$ cat src/rtl/gp_capture_if.sv
// Bus-side signal bundle for the input-capture timer.
// The prescale input exists only when GP_CAPTURE_PRESCALE_EN is defined.
`timescale 1ns/1ps

interface gp_capture_if #(
    parameter int WIDTH = 16
);
    logic             cap_in;
    logic             en;
    logic [1:0]       edge_sel;
    logic             rst_int_n;
`ifdef GP_CAPTURE_PRESCALE_EN
    logic [7:0]       prescale;
`endif
    logic [WIDTH-1:0] value;
    logic [WIDTH-1:0] count;
    logic             ovf;
    logic             int_n;

    modport master (
        output cap_in,
        output en,
        output edge_sel,
        output rst_int_n,
`ifdef GP_CAPTURE_PRESCALE_EN
        output prescale,
`endif
        input  value,
        input  count,
        input  ovf,
        input  int_n
    );

    modport slave (
        input  cap_in,
        input  en,
        input  edge_sel,
        input  rst_int_n,
`ifdef GP_CAPTURE_PRESCALE_EN
        input  prescale,
`endif
        output value,
        output count,
        output ovf,
        output int_n
    );
endinterface

$ cat src/rtl/gp_capture.sv
// Input-capture timer: measures tclk ticks between qualifying cap_in edges.
// Optional tick divider is enabled by defining GP_CAPTURE_PRESCALE_EN.
`timescale 1ns/1ps

module gp_capture #(
    parameter int WIDTH       = 16,
    parameter int SYNC_STAGES = 2
) (
    input  logic         tclk,
    input  logic         rst_n,
    gp_capture_if.slave  bus
);

    typedef enum logic [1:0] {
        IDLE    = 2'd0,
        ARMED   = 2'd1,
        MEASURE = 2'd2
    } state_e;

    localparam logic [WIDTH-1:0] MAX_COUNT = '1;

    state_e                 state_q, state_d;
    logic [SYNC_STAGES-1:0] sync_q, sync_d;
    logic                   prev_q, prev_d;
    logic [WIDTH-1:0]       count_q, count_d;
    logic [WIDTH-1:0]       value_q, value_d;
    logic                   ovf_q, ovf_d;
    logic                   int_n_q, int_n_d;

    logic                   sync_out;
    logic                   rise;
    logic                   fall;
    logic                   edge_det;
    logic                   tick;

    assign sync_out = sync_q[SYNC_STAGES-1];
    assign rise     = sync_out & ~prev_q;
    assign fall     = ~sync_out & prev_q;

    always_comb begin
        sync_d = {sync_q[SYNC_STAGES-2:0], bus.cap_in};
        prev_d = sync_out;
    end

    always_comb begin
        edge_det = rise;
        case (bus.edge_sel)
            2'b01:   edge_det = fall;
            2'b10:   edge_det = rise | fall;
            default: edge_det = rise;
        endcase
    end

`ifdef GP_CAPTURE_PRESCALE_EN
    // The divisor is latched on every restart so a new prescale never splits a tick.
    logic [7:0] divcnt_q, divcnt_d;
    logic [7:0] ps_q, ps_d;
    logic       restart;

    assign tick = (divcnt_q == ps_q);

    always_comb begin
        restart  = !bus.en || (state_q != MEASURE) || edge_det || tick;
        divcnt_d = restart ? 8'd0 : divcnt_q + 8'd1;
        ps_d     = restart ? bus.prescale : ps_q;
    end

    always_ff @(posedge tclk or negedge rst_n) begin
        if (!rst_n) begin
            divcnt_q <= 8'd0;
            ps_q     <= 8'd0;
        end else begin
            divcnt_q <= divcnt_d;
            ps_q     <= ps_d;
        end
    end
`else
    assign tick = 1'b1;
`endif

    // A capture or overflow in the same cycle as a clear overrides the clear.
    always_comb begin
        state_d = state_q;
        count_d = count_q;
        value_d = value_q;
        ovf_d   = ovf_q;
        int_n_d = int_n_q;

        if (!bus.rst_int_n) begin
            int_n_d = 1'b1;
            ovf_d   = 1'b0;
        end

        if (!bus.en) begin
            state_d = IDLE;
            count_d = '0;
        end else begin
            case (state_q)
                IDLE: begin
                    count_d = '0;
                    state_d = ARMED;
                end
                ARMED: begin
                    count_d = '0;
                    if (edge_det) begin
                        state_d = MEASURE;
                    end
                end
                MEASURE: begin
                    if (edge_det) begin
                        value_d = (count_q == MAX_COUNT) ? MAX_COUNT
                                                         : count_q + WIDTH'(1);
                        count_d = '0;
                        int_n_d = 1'b0;
                    end else if (tick) begin
                        if (count_q == MAX_COUNT) begin
                            ovf_d   = 1'b1;
                            int_n_d = 1'b0;
                        end else begin
                            count_d = count_q + WIDTH'(1);
                        end
                    end
                end
                default: begin
                    state_d = IDLE;
                    count_d = '0;
                end
            endcase
        end
    end

    always_ff @(posedge tclk or negedge rst_n) begin
        if (!rst_n) begin
            state_q <= IDLE;
            sync_q  <= '0;
            prev_q  <= 1'b0;
            count_q <= '0;
            value_q <= '0;
            ovf_q   <= 1'b0;
            int_n_q <= 1'b1;
        end else begin
            state_q <= state_d;
            sync_q  <= sync_d;
            prev_q  <= prev_d;
            count_q <= count_d;
            value_q <= value_d;
            ovf_q   <= ovf_d;
            int_n_q <= int_n_d;
        end
    end

    assign bus.value = value_q;
    assign bus.count = count_q;
    assign bus.ovf   = ovf_q;
    assign bus.int_n = int_n_q;

endmodule

$ cat src/flat_wrapper.sv
// flat-port wrapper written by rule: the top's interface ports become plain ports
module gp_capture_flat 
#(
    parameter int WIDTH       = 16,
    parameter int SYNC_STAGES = 2
)
  (tclk, rst_n, bus_cap_in, bus_en, bus_edge_sel, bus_rst_int_n, bus_value, bus_count, bus_ovf, bus_int_n);
  gp_capture_if #(.WIDTH(WIDTH)) bus_i ();
  input  logic tclk;
  input  logic rst_n;
  input wire logic [$bits(bus_i.cap_in)-1:0] bus_cap_in;
  input wire logic [$bits(bus_i.en)-1:0] bus_en;
  input wire logic [$bits(bus_i.edge_sel)-1:0] bus_edge_sel;
  input wire logic [$bits(bus_i.rst_int_n)-1:0] bus_rst_int_n;
  output wire logic [$bits(bus_i.value)-1:0] bus_value;
  output wire logic [$bits(bus_i.count)-1:0] bus_count;
  output wire logic [$bits(bus_i.ovf)-1:0] bus_ovf;
  output wire logic [$bits(bus_i.int_n)-1:0] bus_int_n;
  assign bus_i.cap_in = bus_cap_in;
  assign bus_i.en = bus_en;
  assign bus_i.edge_sel = bus_edge_sel;
  assign bus_i.rst_int_n = bus_rst_int_n;
  assign bus_value = bus_i.value;
  assign bus_count = bus_i.count;
  assign bus_ovf = bus_i.ovf;
  assign bus_int_n = bus_i.int_n;
  gp_capture #(.WIDTH(WIDTH), .SYNC_STAGES(SYNC_STAGES)) u_core (.tclk(tclk), .rst_n(rst_n), .bus(bus_i));
endmodule
$ cat config.mk
export PLATFORM = sky130hd
export DESIGN_NAME = gp_capture_flat
export DESIGN_NICKNAME = d
export VERILOG_FILES = /design/src/rtl/gp_capture_if.sv /design/src/rtl/gp_capture.sv /design/src/flat_wrapper.sv
export SDC_FILE = /design/constraint.sdc
export NUM_CORES = 1
export LEC_CHECK = 0
export BUFFER_PORTS_ARGS = -buffer_cell sky130_fd_sc_hd__buf_2
export CELL_PAD_IN_SITES_DETAIL_PLACEMENT = 1
export CELL_PAD_IN_SITES_GLOBAL_PLACEMENT = 2
export CORE_MARGIN = 3
export CORE_UTILIZATION = 35
export DETAILED_ROUTE_END_ITERATION = 8
export PLACE_DENSITY_LB_ADDON = 0.25
export SLEW_MARGIN = 40
export SYNTH_ARGS = -nofsm -noshare
export SYNTH_HDL_FRONTEND = slang
export SYNTH_SLANG_ARGS = --single-unit
$ cat constraint.sdc
create_clock -name tclk -period 3.5 [get_ports tclk]
set_clock_uncertainty 0.05 [all_clocks]
set_input_delay 0.35 -clock tclk [delete_from_list [all_inputs] [get_ports tclk]]
set_output_delay 0.35 -clock tclk [all_outputs]
set_load 0.01 [all_outputs]
# Word level (Yosys, flattened, before mapping)
# Index checks and enable logic that the tools add are counted.
# Widths: inputs -> output; s select.
[totals] wordCells=43 out_inout_bits=34 regBits=39 in_bits=7
[op_classes] addsub=1 bitwise_logic=5 n_eq_ne=8 mux=19 n_reduce_logical=3
[ops] cell="$mux 16" count=5
[ops] cell="$add 16x1->16 const B" count=1
[ops] cell="$eq 16x16->1 const B" count=1
[ops] cell="$mux 1" count=10
[ops] cell="$pmux 2 s3" count=1
[ops] cell="$eq 2x1->1 const B" count=2
[ops] cell="$eq 2x2->1 const B" count=2
[ops] cell="$mux 2" count=2
[ops] cell="$ne 4x3->1 const B" count=1
[ops] cell="$ne 3x2->1 const B" count=1
[ops] cell="$reduce_and 3->1" count=1
[ops] cell="$and 1x1->1" count=2
[ops] cell="$logic_not 2->1" count=1
[ops] cell="$ne 2x2->1 const B" count=1
[ops] cell="$not 1->1" count=2
[ops] cell="$pmux 1 s2" count=1
[ops] cell="$reduce_and 2->1" count=1
[ops] cell="$or 1x1->1" count=1

# Logic depth before layout (Yosys ltp)
[depth] depth_word=7 mapped_depth=7 mapped_depth_nobuf=6

# Worst setup path before layout
# No wires, ideal clock.
[synth_path] path_type="reg-to-reg" from="reg u_core.count_q[0], in the netlist u_core.bus.count[0]" to="reg u_core.value_q[12], in the netlist u_core.bus.value[12]" required_ns=3.316 path_slack_ns=1.722 arrival_time_ns=1.594 path_stages_with_launch=6 n_path_buf=0 setup_ns=0.134 synth_period_minus_slack_ns=1.778 cell_sequence="dfrtp_1 -> ha_1 -> nand3_1 -> o41a_1 -> nor3_1 -> o21ai_0"
[synth_between] elab_chain_len=2 elab_cells_between_ends=3 cone_classes="add/sub: 1; eq/ne: 1; mux: 1"
[synth_lines] item="from (decl)" line_no="gp_capture.sv:25" source="logic [WIDTH-1:0] count_q, count_d;"
[synth_lines] item="from (signal assigned)" line_no="gp_capture.sv:145" source="count_q <= count_d;"
[synth_lines] item="$add 16x1->16 / $eq 16x16->1 (equally long branches)" line_no="gp_capture.sv:112, gp_capture.sv:111"
[synth_lines] item="$mux 16 *" line_no="gp_capture.sv:111" source="value_d = (count_q == MAX_COUNT) ? MAX_COUNT"
[synth_lines] item="to (signal assigned)" line_no="gp_capture.sv:146" source="value_q <= value_d;"
[synth_lines] item="to (decl)" line_no="gp_capture.sv:26" source="logic [WIDTH-1:0] value_q, value_d;"
# Every way passes the cells marked *; elsewhere a longest branch is shown, timed or not.
# A chain may end at the register's enable or synchronous reset.

# Worst setup path in the final report
[layout_path] from="reg u_core.sync_q[1]" to="reg u_core.ovf_q, in the netlist u_core.bus.ovf"
[layout_between] elab_chain_len=7 elab_cells_between_ends=8 cone_classes="mux: 4; bitwise: 4"
[layout_lines] item="from (decl)" line_no="gp_capture.sv:23" source="logic [SYNC_STAGES-1:0] sync_q, sync_d;"
[layout_lines] item="from (signal assigned)" line_no="gp_capture.sv:143" source="sync_q <= sync_d;"
[layout_lines] item="$not 1->1" line_no="gp_capture.sv:38" source="assign fall = ~sync_out & prev_q;"
[layout_lines] item="$and 1x1->1" line_no="gp_capture.sv:38"
[layout_lines] item="$or 1x1->1" line_no="gp_capture.sv:49" source="2'b10: edge_det = rise | fall;"
[layout_lines] item="$pmux 1 s2 *" line_no="gp_capture.sv:47" source="case (bus.edge_sel)"
[layout_lines] item="$mux 1 *" line_no="gp_capture.sv:110" source="if (edge_det) begin"
[layout_lines] item="$mux 1 *" line_no="gp_capture.sv:98" source="case (state_q)"
[layout_lines] item="$mux 1 *" line_no="gp_capture.sv:94" source="if (!bus.en) begin"
[layout_lines] item="via u_core.ovf_d" line_no="gp_capture.sv:27" source="logic ovf_q, ovf_d;"
[layout_lines] item="to (signal assigned)" line_no="gp_capture.sv:147" source="ovf_q <= ovf_d;"
[layout_lines] item="to (decl)" line_no="gp_capture.sv:27"
# The timed path passes the listed nets; every way through them passes the cells marked *.

==> impl_metrics.py <==
metrics = {
    "placement": {
        "hpwl_um": 3480,
        "dpl_cell_area_um2": 2120,
        "dp_slack_ns": 1.18,
        "gp_congestion": 0.762,
        "port_buffers": 40,
        "numPlacedInstances": 284,
    },
    "timing": {
        "worst_pin_slew_ns": 0.580,
        "setup_viol": 0,
        "holdWs_ns": 0.120,
        "finalWorstSetupSlack_ns": 1.32,
        "maxSlewHeadroom_pct": 61.2,
        "fin_crit_ns": 2.18,
        "finalCritPeriodShare_pct": 62.3,
        "fmax_ghz": 0.459,
        "tns_ns": 0,
        "rsz0062_at_grt": "false",
        "finalMaxSlewViolations": 0,
        "finalHoldViolations": 0,
    },
    "yosys": {
        "seq_area_frac_synth_pct": 53.0,
        "synth_edf_count": 0,
        "synthCells": 182,
        "yosys_warnings": 0,
        "yosys_register_bits": 39,
        "synth_area_um2": 1840,
        "async_reset_ff_share_pct": 100,
        "ys.flop_type": "dfrtp_1",
        "synth_fp_nets": 194,
        "avgSynthCellArea_um2": 10.1,
        "yosysUniqueCellTypes": 41,
    },
    "pwr": {
        "p_per_area_nw_per_um2": 442,
        "finalPower_mw": 0.994,
        "ir_drop_mv": 0.241,
        "leakagePower_nw": 1.08,
    },
    "routing": {
        "drt_first_pass_iters": 4,
        "vias_per_cell": 5.20,
        "vias": 1523,
        "drt_iter0_drc": 85,
        "totalWireLength_um": 4640,
        "detail-route-antenna-nets": 0,
        "drc": 0,
        "avgRoutedWirePerCell_um": 15.8,
    },
    "worst_setup_path": {
        "required_ns": 3.64,
        "crit_path_end_kind": "flop",
        "arrival_ns": 2.32,
        "start_kind": "flop",
        "cp_max_fo": 17,
        "slowest_stage": "nand2_1",
        "rr_endpoint": "u_core.bus.ovf$_DFF_PN0_",
        "r2r_setup_slack_ns": 1.32,
        "setup.worst_path.class": "reg2reg",
        "worstReg2RegStart": "u_core.sync_q[1]$_DFF_PN0_",
        "worstPathCellList": "inv_1 -> ha_1 -> and2_1 -> o31ai_1 -> nand2_1 -> o21ai_0",
        "cpPeakStageDelay_ns": 0.48,
        "ff2ff_path_depth": 6,
    },
    "hold_path": {
        "worstHoldStart": "bus_cap_in",
        "hold_end": "u_core.sync_q[0]$_DFF_PN0_",
        "holdPathStages": 1,
        "hp-class": "in2reg",
    },
    "cts": {
        "cts_root_buf": "clkbuf_8",
        "cts.clk_slew.worst_paths_ns": 0.08,
        "numCtsBuffers": 5,
        "cts.path.max_buffers": 2,
        "cts_tree": "yes",
        "htree_num_levels": 2,
        "postCtsResizedCells": 0,
        "cts.sink_count": 39,
        "clk_latency_ns": 0.29,
    },
    "cells_and_area": {
        "final_common_cell": "buf_2",
        "instances_no_fill": 293,
        "drive_gt1_share_pct": 25.7,
        "antenna_cells": 0,
        "final_cell_mix": "39 x buf_2, 38 x dfrtp_1, 23 x nand2_1",
        "finalNetCount": 237,
        "final_area_um2": 2250,
        "fin_util_pct": 45.8,
        "areaGrowthSynthToFinish_pct": 21.9,
    },
    "die": {
        "die_w_um": 78.6,
        "dieArea_um2": 6180,
        "fp-row-count": 25,
        "core_area_um2": 4910,
        "start_util_pct": 37.6,
        "fp.dieH_um": 78.6,
        "io_pins": 41,
    },
    "status": {
        "status": "finished, final reports clean",
    },
    "grt": {
        "grt_overflow": 0,
        "grt_pass1_wl_um": 7700,
        "grt_pass1_vias": 1570,
        "grt_antenna_before_repair": 0,
        "grt_start_max_net_pins": 40,
        "grt_use_total_pct": 16.0,
    },
    "flow_run": {
        "maxCapViolations": 0,
    },
}
-- cells in the mapped netlist (3+ instances only) --
library cell | n | area (um^2)
nor2_1 | 22 | 82.6
a21oi_1 | 6 | 30.0
nand4_1 | 3 | 18.8
o21ai_0 | 13 | 65.1
nand2_1 | 23 | 86.3
a31oi_1 | 5 | 31.3
inv_1 | 7 | 26.3
dfrtp_1 | 38 | 951
clkbuf_1 | 4 | 15.0
xor2_1 | 3 | 26.3
ha_1 | 5 | 62.6
nand3_1 | 3 | 15.0
mux2i_1 | 3 | 30.0
nor2b_1 | 4 | 25.0
nor4_1 | 6 | 37.5
nor3_1 | 5 | 25.0
-- registers in the layout, summed over array words and instances, names as in the netlist --
| signal | cells |
|---|---|
| u_core.state_q | 2 |
| u_core.bus.ovf | 1 |
| u_core.bus.count | 16 |
| u_core.bus.int_n | 1 |
| u_core.bus.value | 16 |
| u_core.sync_q | 2 |
| u_core.prev_q | 1 |
-- critical path: cells and delay by family (launching register included) --
kind            cells  cell delay [ns]
compound gates      2             0.79
fa+ha+maj           1             0.16
buf+inv             1             0.05
flops               1             0.37
simple gates        2             0.66
-- timing repair --
item | 4_1_cts | 5_1_grt
buffers inserted | 0 | 0
hold endpoints to repair | 38 | 0
hold buffers | 1 | 0
-- worst max path at each step --
stage | slack, ns | start | cells past startpoint | endpoint
after floorplan | 1.72 | u_core.bus.count[0]$_DFFE_PN0P_ | 5 | u_core.bus.value[12]$_DFFE_PN0P_
after global placement | 1.34 | bus_edge_sel[0] | 6 | u_core.bus.ovf$_DFF_PN0_
after detailed placement | 1.18 | bus_edge_sel[0] | 6 | u_core.bus.ovf$_DFF_PN0_
after CTS | 1.25 | u_core.sync_q[1]$_DFF_PN0_ | 6 | u_core.bus.ovf$_DFF_PN0_
after global routing | 1.09 | u_core.sync_q[1]$_DFF_PN0_ | 6 | u_core.bus.ovf$_DFF_PN0_
final | 1.32 | u_core.sync_q[1]$_DFF_PN0_ | 6 | u_core.bus.ovf$_DFF_PN0_
-- layout make-up --
cell class | count | area, um^2
sequential | 39 | 977
clock buffer | 6 | 82.6
tap | 67 | 83.8
multi-input combinational | 130 | 823
timing repair buffer | 42 | 220
inverter | 7 | 26.3
fill | 583 | 2660
clock inverter | 2 | 35.0
-- kinds of logic after synthesis --
family / count (synthesis) / share of synthesized area (%)
AO/OA/AOI/OAI: 35 / 11.9
XOR/XNOR: 5 / 2.37
adder cells (fa/ha/maj): 5 / 3.39
buffers and inverters: 13 / 2.78
flip-flops: 39 / 53.0
multiplexers: 3 / 1.63
AND/OR/NAND/NOR: 82 / 24.9
-- per-layer routing --
metal / up-vias / GRT usage (%) / part of all wire [%]
met5: - / 0 / 0
li1: 733 / - / -
met1: 748 / 20.4 / 46
met3: 7 / 4.13 / 4.4
met4: 0 / 4.20 / 0.93
met2: 35 / 27.0 / 49
-- power by group --
part           internal (mW)  switching, mW  leakage, nW
clock network          0.231          0.157       0.0612
registers              0.483         0.0174        0.526
logic                 0.0463         0.0602        0.498
(Power assumes the default switching activity.)
